### src/rtl/mem_arbiter.sv
// rtl/mem_arbiter.sv - shares one memory bus between instruction-fetch (IF) and data-memory (DM) ports
module mem_arbiter #(
    parameter int ADDR_W     = 32,
    parameter int DATA_W     = 32,
    parameter int STARVE_MAX = 4
) (
    input  logic                i_clk,
    input  logic                i_rst,

    input  logic                i_if_req,
    input  logic [ADDR_W-1:0]   i_if_addr,
    input  logic                i_if_kill,
    output logic                o_if_gnt,
    output logic                o_if_rvalid,
    output logic [DATA_W-1:0]   o_if_rdata,

    input  logic                i_dm_req,
    input  logic                i_dm_we,
    input  logic [ADDR_W-1:0]   i_dm_addr,
    input  logic [DATA_W-1:0]   i_dm_wdata,
    input  logic [DATA_W/8-1:0] i_dm_be,
    output logic                o_dm_gnt,
    output logic                o_dm_rvalid,
    output logic [DATA_W-1:0]   o_dm_rdata,

    output logic                o_mem_valid,
    output logic                o_mem_we,
    output logic [ADDR_W-1:0]   o_mem_addr,
    output logic [DATA_W-1:0]   o_mem_wdata,
    output logic [DATA_W/8-1:0] o_mem_be,
    input  logic                i_mem_ready,
    input  logic                i_mem_rvalid,
    input  logic [DATA_W-1:0]   i_mem_rdata
);

    localparam int BE_W  = DATA_W / 8;
    localparam int CNT_W = $clog2(STARVE_MAX + 1);
    localparam logic [CNT_W-1:0] STARVE_LIM = CNT_W'(STARVE_MAX);

    typedef enum logic [1:0] {
        ST_IDLE = 2'd0,
        ST_REQ  = 2'd1,
        ST_RESP = 2'd2
    } state_e;

    typedef enum logic {
        OWN_IF = 1'b0,
        OWN_DM = 1'b1
    } owner_e;

    state_e              state_q,      state_d;
    owner_e              owner_q,      owner_d;
    logic                drop_q,       drop_d;
    logic [CNT_W-1:0]    starve_cnt_q, starve_cnt_d;

    logic                mem_valid_q,  mem_valid_d;
    logic                mem_we_q,     mem_we_d;
    logic [ADDR_W-1:0]   mem_addr_q,   mem_addr_d;
    logic [DATA_W-1:0]   mem_wdata_q,  mem_wdata_d;
    logic [BE_W-1:0]     mem_be_q,     mem_be_d;

    logic                if_rvalid_q,  if_rvalid_d;
    logic [DATA_W-1:0]   if_rdata_q,   if_rdata_d;
    logic                dm_rvalid_q,  dm_rvalid_d;
    logic [DATA_W-1:0]   dm_rdata_q,   dm_rdata_d;

    logic                dm_wins;
    logic                if_kill_hit;

    // Arbitration decision, bus issue, kill tracking and response routing.
    always_comb begin
        state_d      = state_q;
        owner_d      = owner_q;
        drop_d       = drop_q;
        starve_cnt_d = starve_cnt_q;
        mem_valid_d  = mem_valid_q;
        mem_we_d     = mem_we_q;
        mem_addr_d   = mem_addr_q;
        mem_wdata_d  = mem_wdata_q;
        mem_be_d     = mem_be_q;
        if_rvalid_d  = 1'b0;
        if_rdata_d   = if_rdata_q;
        dm_rvalid_d  = 1'b0;
        dm_rdata_d   = dm_rdata_q;

        // DM carries the older instruction, but IF is forced through once
        // it has lost STARVE_MAX decisions in a row.
        dm_wins     = i_dm_req && (!i_if_req || (starve_cnt_q < STARVE_LIM));
        if_kill_hit = i_if_kill && (owner_q == OWN_IF);

        case (state_q)
            ST_IDLE: begin
                if (i_if_req || i_dm_req) begin
                    state_d     = ST_REQ;
                    mem_valid_d = 1'b1;
                    drop_d      = 1'b0;
                    if (dm_wins) begin
                        owner_d     = OWN_DM;
                        mem_we_d    = i_dm_we;
                        mem_addr_d  = i_dm_addr;
                        mem_wdata_d = i_dm_wdata;
                        mem_be_d    = i_dm_be;
                    end else begin
                        owner_d     = OWN_IF;
                        mem_we_d    = 1'b0;
                        mem_addr_d  = i_if_addr;
                        mem_wdata_d = '0;
                        mem_be_d    = '1;
                    end
                    if (dm_wins && i_if_req) begin
                        if (starve_cnt_q < STARVE_LIM) begin
                            starve_cnt_d = starve_cnt_q + CNT_W'(1);
                        end
                    end else begin
                        starve_cnt_d = '0;
                    end
                end
            end

            ST_REQ: begin
                if (if_kill_hit) begin
                    drop_d = 1'b1;
                end
                if (i_mem_ready) begin
                    mem_valid_d = 1'b0;
                    state_d     = ST_RESP;
                end
            end

            ST_RESP: begin
                if (if_kill_hit) begin
                    drop_d = 1'b1;
                end
                if (i_mem_rvalid) begin
                    state_d = ST_IDLE;
                    if (owner_q == OWN_DM) begin
                        dm_rvalid_d = 1'b1;
                        dm_rdata_d  = i_mem_rdata;
                    end else if (!(drop_q || if_kill_hit)) begin
                        if_rvalid_d = 1'b1;
                        if_rdata_d  = i_mem_rdata;
                    end
                end
            end

            default: begin
                state_d     = ST_IDLE;
                mem_valid_d = 1'b0;
            end
        endcase
    end

    // State and registered outputs; reset abandons any in-flight transaction.
    always_ff @(posedge i_clk) begin
        if (i_rst) begin
            state_q      <= ST_IDLE;
            owner_q      <= OWN_IF;
            drop_q       <= 1'b0;
            starve_cnt_q <= '0;
            mem_valid_q  <= 1'b0;
            mem_we_q     <= 1'b0;
            mem_addr_q   <= '0;
            mem_wdata_q  <= '0;
            mem_be_q     <= '0;
            if_rvalid_q  <= 1'b0;
            if_rdata_q   <= '0;
            dm_rvalid_q  <= 1'b0;
            dm_rdata_q   <= '0;
        end else begin
            state_q      <= state_d;
            owner_q      <= owner_d;
            drop_q       <= drop_d;
            starve_cnt_q <= starve_cnt_d;
            mem_valid_q  <= mem_valid_d;
            mem_we_q     <= mem_we_d;
            mem_addr_q   <= mem_addr_d;
            mem_wdata_q  <= mem_wdata_d;
            mem_be_q     <= mem_be_d;
            if_rvalid_q  <= if_rvalid_d;
            if_rdata_q   <= if_rdata_d;
            dm_rvalid_q  <= dm_rvalid_d;
            dm_rdata_q   <= dm_rdata_d;
        end
    end

    // Grants follow the bus handshake in the same cycle; held off while reset is asserted.
    always_comb begin
        o_if_gnt = !i_rst && (state_q == ST_REQ) && i_mem_ready && (owner_q == OWN_IF);
        o_dm_gnt = !i_rst && (state_q == ST_REQ) && i_mem_ready && (owner_q == OWN_DM);
    end

    assign o_mem_valid = mem_valid_q;
    assign o_mem_we    = mem_we_q;
    assign o_mem_addr  = mem_addr_q;
    assign o_mem_wdata = mem_wdata_q;
    assign o_mem_be    = mem_be_q;
    assign o_if_rvalid = if_rvalid_q;
    assign o_if_rdata  = if_rdata_q;
    assign o_dm_rvalid = dm_rvalid_q;
    assign o_dm_rdata  = dm_rdata_q;

endmodule

### config.mk
export PLATFORM = sky130hd
export DESIGN_NAME = mem_arbiter
export DESIGN_NICKNAME = d
export VERILOG_FILES = /design/src/rtl/mem_arbiter.sv
export SDC_FILE = /design/constraint.sdc
export NUM_CORES = 1
export LEC_CHECK = 0
export ABC_AREA = 1
export CAP_MARGIN = 0
export CORE_ASPECT_RATIO = 1.5
export CORE_MARGIN = 1.5
export CORE_UTILIZATION = 44
export CTS_CLUSTER_DIAMETER = 40
export DETAILED_ROUTE_END_ITERATION = 8
export PLACE_DENSITY = 0.86
export SYNTH_ARGS = -nofsm -noshare
export SYNTH_HDL_FRONTEND = slang
export SYNTH_SLANG_ARGS = --single-unit
### constraint.sdc
create_clock -name i_clk -period 2.6 [get_ports i_clk]
set_clock_uncertainty 0.05 [all_clocks]
set_input_delay 0.52 -clock i_clk [delete_from_list [all_inputs] [get_ports i_clk]]
set_output_delay 0.52 -clock i_clk [all_outputs]
set_load 0.005 [all_outputs]
* Word-level counts from Yosys, hierarchy flattened
Cells that the tools add are included.
Word-level totals: bits in registers 143, input bits 140, output and inout bits 138, word-level logic and storage cells 69
Cells by class: add/sub/neg operators 1, order comparisons 1, equal/unequal tests 7, multiplexer cells 19, bitwise operators 4, reductions and logical operators 24
Operators with widths (count):
- $mux W32 | 2
- $reduce_and A3 Y1 | 5
- $mux W1 | 8
- $logic_and A1 B1 Y1 | 7
- $mux W2 | 3
- $mux W3 | 2
- $ne A2 B2 Y1 const B | 3
- $pmux W2 S3 | 1
- $mux W4 | 1
- $ne A2 B1 Y1 const B | 2
- $not A1 Y1 | 4
- $reduce_and A4 Y1 | 1
- $reduce_or A4 Y1 | 1
- $add A3 B1 Y3 const B | 1
- $logic_or A1 B1 Y1 | 3
- $lt A3 B3 Y1 const B | 1
- $pmux W1 S3 | 1
- $reduce_or A3 Y1 | 1
- $eq A2 B1 Y1 const B | 1
- $eq A2 B2 Y1 const B | 1
- $logic_not A1 Y1 | 2
- $logic_not A2 Y1 | 1
- $pmux W1 S2 | 1
- $reduce_and A2 Y1 | 1
- 2 further kinds | 2

* Depth between registers and ports, before layout
Gate-level depths: netlist of run 1.
word-level depth 6, mapped depth 9, gate-level depth less buffers 7

* Worst setup path before layout of run 1
Ideal clock, no wire load.
path kind input port to output port, start input i_rst, end output o_dm_gnt, arrival 1.212 ns, required time 2.030 ns, setup slack 0.818 ns, stages on the path 5, buffers on the path 2, cell sequence buf_2 > inv_1 > clkbuf_1 > nand3_1 > nor2_1
Between the ends: cells in the longest elaborated chain, start to end 4
Ends and longest elaborated chain:
- from (decl) | line 8 | input logic i_rst,
- $logic_not A1 Y1 | line 189 | o_dm_gnt = !i_rst && (state_q == ST_REQ) && i_mem_ready && (owner_q == OWN_DM);
- $logic_and A1 B1 Y1 (3 in a row) | line 189
- to (decl) | line 22 | output logic o_dm_gnt,
No other way between the ends.

* Worst setup path in the final report of run 1
start register state_q[1], end output o_if_gnt
Between the ends: cells in the longest elaborated chain, start to end 4
Ends and longest elaborated chain:
- from (decl) | line 51 | state_e state_q, state_d;
- from (signal assigned) | line 170 | state_q <= state_d;
- $eq A2 B1 Y1 | line 188 | o_if_gnt = !i_rst && (state_q == ST_REQ) && i_mem_ready && (owner_q == OWN_IF);
- $logic_and A1 B1 Y1 (3 in a row) | line 188
- to (decl) | line 13 | output logic o_if_gnt,
No other way between the ends.

==> results.json, run 1 <==
{
  "status": "complete, no violations",
  "synth_compound_area_share_pct": 15.33,
  "dr.first_iter.drc_count": 237,
  "finalSetupViolations": 0,
  "cts-root-buf": "clkbuf_16",
  "drv_cap": 0,
  "layout.nets": 1160,
  "min_path_type": "flop to flop",
  "io_buffers": 277,
  "yosys_warnings": 0,
  "switchingPower_w": 0.001815,
  "fillers": 963,
  "dieArea_um2": 13500,
  "slew_headroom_pct": 57.13,
  "grt_max_degree": 66,
  "row_count": 50,
  "clockBufferDepth": 2,
  "dp_slack_ns": 0.2194,
  "overflow": 0,
  "core_um2": 12510,
  "synth.area.mux_share_pct": 0,
  "crit_chain": "inv_1 > ha_1 > nand3_1 > nor2_1 > clkdlybuf4s50_1",
  "finalHoldViolCount": 0,
  "syn_avg_cell_area_um2": 7.408,
  "post-route-period-util_pct": 92.89,
  "postCtsSetupBuffers": 0,
  "worst_slack_ns": 0.1849,
  "synth_top_area_share_pct": 50.84,
  "cp.required_ns": 2.03,
  "initial_core_util_pct": 45.00,
  "final_cell_mix": "clkdlybuf4s50_1 (276), nand2_1 (244), dfxtp_1 (143)",
  "antenna_cells": 0,
  "syn_area_um2": 5630,
  "place_area_um2": 8457,
  "gp_congestion": 0.7975,
  "track_usage_pct": 25.23,
  "die_y_um": 141.5,
  "tightest_slew_ns": 0.6430,
  "dp_hpwl_um": 12090,
  "ctsHoldBuffers": 0,
  "synth.yosys.seq_area_share_pct": 50.84,
  "power.density_nw_per_um2": 731.1,
  "synth_area_leaders": "dfxtp_1 (51%), nand2_1 (16%), a21oi_1 (12%)",
  "yosysTopAreaCell": "dfxtp_1",
  "layout_min_cycle_time_ns": 2.415,
  "drv_slew": 0,
  "top_level_ports": 278,
  "cp-start-kind": "flop",
  "drive_gt1_share_pct": 5.361,
  "synth_adder_area_share_pct": 1.111,
  "crit_slowest_cell": "clkdlybuf4s50_1",
  "final_cell_area_um2": 9069,
  "rsz0062_at_grt": "no",
  "first_global_vias": 5443,
  "htreeDepth": 4,
  "area_growth_pct": 61.07,
  "clock_sinks": 143,
  "final_common_cell": "clkdlybuf4s50_1",
  "vias_per_cell": 4.960,
  "comb_power_share_pct": 23.5,
  "switching_share_pct": 27.38,
  "synth-simple-area-share_pct": 24.73,
  "cts-buffers-inserted": 17,
  "syn-instance-count": 760,
  "cts_tree": "built",
  "vdd_drop_max_mv": 0.4618,
  "vias": 5863,
  "clk_latency_ns": 0.41,
  "antenna_found_initial": 0,
  "wl_per_cell_um": 14.54,
  "dr.pass1.iters": 5,
  "seq_power_share_pct": 38.3,
  "internal_power_w": 0.004815,
  "tns_ns": 0,
  "cts_resized": 0,
  "clockPowerShare_pct": 38.2,
  "seqCellArea_um2": 2863,
  "path_max_fanout": 3,
  "max_stage_delay_ns": 0.54,
  "grt_first_pass_wirelength_um": 26240,
  "clk_pin_slew_ns": 0.06,
  "wl_um": 17190,
  "synth_top_family_by_area": "simple AND/OR/NAND/NOR gates",
  "ys_seq_elements": 143,
  "crit_type": "flop to primary output",
  "synthXorXnorAreaFrac_pct": 0,
  "power_leakage_nw": 3.442,
  "crit_path_end_kind": "primary output",
  "remaining_drc_errors": 0,
  "multi_input_area_um2": 2326,
  "cp_data_arrival_time_ns": 1.85,
  "ant_nets": 0,
  "fmax_mhz": 414.1,
  "total_power_w": 0.006630,
  "fp.dieW_um": 95.36,
  "yosysUniqueCellTypes": 20,
  "hold_slack_ns": 0.3909,
  "syn_nets": 905
}
## per-stage QoR
stage / utilization (%) / std cells
2_1_floorplan: - / 760
3_3_place_gp: 67.59 / 1152
3_5_place_dp: 67.59 / 1152
4_1_cts: 72.48 / 1182
5_1_grt: 72.48 / 1182
6_report: 72.48 / 1182
## kinds of logic (layout without fill, tap and decap cells)
kind of cell,count (synthesis),count (layout)
AOI/OAI and AO/OA,172,172
adders and majority gates,5,5
buffers and inverters,100,366
and+or+nand+nor,340,340
DFF,143,143
## cells in the mapped netlist (all sizes together)
cell type and count:
a21oi 134, buf 33, nand3 70, o21ai 36, dfxtp 143, nand2 246, nor3 1, nand4 1
nor2 22, clkbuf 23, a31oi 2, inv 44, ha 5
## path summary, 6_finish.rpt
kind	start	to	slack, ns	depth (start not counted)
setup / recovery	state_q[1]	o_if_gnt	0.18	5
hold / removal	o_dm_rdata[24]	o_dm_rdata[24]	0.39	2
setup reg to reg	state_q[0]	o_mem_addr[6]	0.78	8
hold reg to reg	o_dm_rdata[24]	o_dm_rdata[24]	0.39	2
## state kept, by name, indices dropped and copies added (netlist names), 2 cells and up
register	cells
o_dm_rdata	32
o_if_rdata	32
o_mem_addr	32
o_mem_be	4
o_mem_wdata	32
starve_cnt_q	3
state_q	2
## layout make-up
type                       count  share of cell area (%)
clock buffer                  17                   4.691
clock inverter                13                   2.056
inverter                      44                   1.821
multi-input combinational    517                   25.65
sequential                   143                   31.57
tap                          156                   2.152
timing repair buffer         292                   32.06
## critical path: cells and delay by family, from the launching register on
kind | cells | cell delay (ns)
flops | 1 | 0.33
buf+inv | 2 | 0.64
simple gates | 2 | 0.27
fa+ha+maj | 1 | 0.20
## power by group through the flow
| stage | combinational [W] | clock (W) | sequential (W) |
|---|---|---|---|
| 3_3_place_gp | 0.00154 | 0 | 0.00257 |
| 4_1_cts | 0.00157 | 0.00257 | 0.00254 |
| 3_5_place_dp | 0.00156 | 0 | 0.00258 |
| 6_report | 0.00156 | 0.00253 | 0.00254 |
| 5_1_grt | 0.00170 | 0.00267 | 0.00256 |
| 2_1_floorplan | 0.000730 | 0 | 0.00259 |
## per-layer routing
metal	GRT usage [%]	vias up	routed length [µm]
li1	-	2958	-
met1	26.36	2646	6247
met2	44.76	212	9202
met3	7.235	47	1026
met4	12.88	0	712
met5	0	-	0
Note: power is estimated with default switching activity, not from simulation.
==> run 2: changes to the inputs <==
Settings changed: CORE_MARGIN 1.5 to 2.
==> results.json, run 2 (synthesis gave the netlist of run 1 again) <==
{
  "area_growth_pct": 62.13,
  "dr.first_iter.drc_count": 175,
  "slew_headroom_pct": 26.67,
  "drive_gt1_share_pct": 5.361,
  "grt_first_pass_wirelength_um": 27050,
  "cp_data_arrival_time_ns": 1.77,
  "overflow": 0,
  "post-route-period-util_pct": 90.16,
  "top_level_ports": 278,
  "cp-start-kind": "flop",
  "cts_tree": "built",
  "final_cell_mix": "clkdlybuf4s50_1 (276), nand2_1 (244), dfxtp_1 (143)",
  "wl_per_cell_um": 14.83,
  "postCtsSetupBuffers": 0,
  "tns_ns": 0,
  "dp_slack_ns": 0.2969,
  "dr.pass1.iters": 5,
  "cts-root-buf": "clkbuf_16",
  "rsz0062_at_grt": "no",
  "layout.nets": 1159,
  "io_buffers": 277,
  "cts-buffers-inserted": 17,
  "crit_path_end_kind": "primary output",
  "min_path_type": "flop to flop",
  "ctsHoldBuffers": 0,
  "antenna_cells": 0,
  "fillers": 993,
  "clock_sinks": 143,
  "remaining_drc_errors": 0,
  "wl_um": 17530,
  "final_common_cell": "clkdlybuf4s50_1",
  "switchingPower_w": 0.001860,
  "internal_power_w": 0.004939,
  "vias_per_cell": 4.981,
  "finish.utilization_pct": 72.96,
  "dp_hpwl_um": 12230,
  "row_count": 50,
  "first_global_vias": 5446,
  "clk_pin_slew_ns": 0.07,
  "finalHoldViolCount": 0,
  "comb_power_share_pct": 23.0,
  "vdd_drop_max_mv": 0.4748,
  "crit_type": "flop to primary output",
  "place_area_um2": 8474,
  "power_leakage_nw": 3.463,
  "htreeDepth": 4,
  "fp.dieW_um": 96.36,
  "cp.required_ns": 2.03,
  "vias": 5888,
  "final_cell_area_um2": 9129,
  "power.density_nw_per_um2": 744.8,
  "dp_cells": 1151,
  "finalSetupViolations": 0,
  "reg2reg_slack_ns": 0.86,
  "fmax_mhz": 426.6,
  "path_max_fanout": 3,
  "drv_slew": 0,
  "drv_cap": 0,
  "initial_core_util_pct": 45.00,
  "clk_latency_ns": 0.41,
  "tightest_slew_ns": 1.100,
  "grt_max_degree": 104,
  "track_usage_pct": 25.45,
  "ant_nets": 0,
  "gp_congestion": 0.8742,
  "switching_share_pct": 27.35,
  "worst_slack_ns": 0.2560,
  "clockBufferDepth": 2,
  "seq_power_share_pct": 37.3,
  "dieArea_um2": 13740,
  "layout_min_cycle_time_ns": 2.344,
  "antenna_found_initial": 0,
  "clockPowerShare_pct": 39.7,
  "cts_resized": 0,
  "die_y_um": 142.5,
  "instances_no_fill": 1182,
  "status": "complete, no violations",
  "core_um2": 12510
}
## run 2: area by class of cell
type | instances | area, µm² | share of cell area (%)
timing repair buffer | 291 | 2925 | 32.04
tap | 156 | 195.2 | 2.138
clock inverter | 14 | 229.0 | 2.508
sequential | 143 | 2863 | 31.36
inverter | 44 | 165.2 | 1.809
clock buffer | 17 | 425.4 | 4.660
multi-input combinational | 517 | 2326 | 25.48
## run 2: critical path, cell delays in order, from the launching register on
cell and delay [ns]:
dfxtp_1 0.33, inv_1 0.11, ha_1 0.21, nand3_1 0.11, nor2_1 0.11, clkdlybuf4s50_1 0.50
## run 2: final timing paths
kind,start,to,cells past startpoint
setup / recovery,state_q[1],o_dm_gnt,5
setup reg to reg,state_q[0],o_if_rdata[22],8
hold / removal,o_dm_rdata[24],o_dm_rdata[24],2
hold reg to reg,o_dm_rdata[24],o_dm_rdata[24],2
## run 2: power groups by stage
| stage | logic (W) | registers [W] | clock network [W] |
|---|---|---|---|
| final | 0.00156 | 0.00254 | 0.00270 |
| after global routing | 0.00172 | 0.00256 | 0.00285 |
| after CTS | 0.00157 | 0.00254 | 0.00274 |
| after detailed placement | 0.00156 | 0.00258 | 0 |
| after global placement | 0.00154 | 0.00257 | 0 |
| after floorplan | 0.000730 | 0.00259 | 0 |
## run 2: stage by stage
step | hold WS (ns) | power (W)
6_report | 0.3914 | 0.006799
3_3_place_gp | 0.3804 | 0.004117
3_5_place_dp | 0.3846 | 0.004145
2_1_floorplan | 0.3896 | 0.003320
4_1_cts | 0.3945 | 0.006853
5_1_grt | 0.4074 | 0.007126
## run 2: per-layer routing
layer	wire length [µm]	part of all wire, %	global-route usage, %
met1	6345	36	26.79
met2	9205	53	45.29
met3	1187	6.8	7.044
met4	786	4.5	12.75
met5	0	0	0
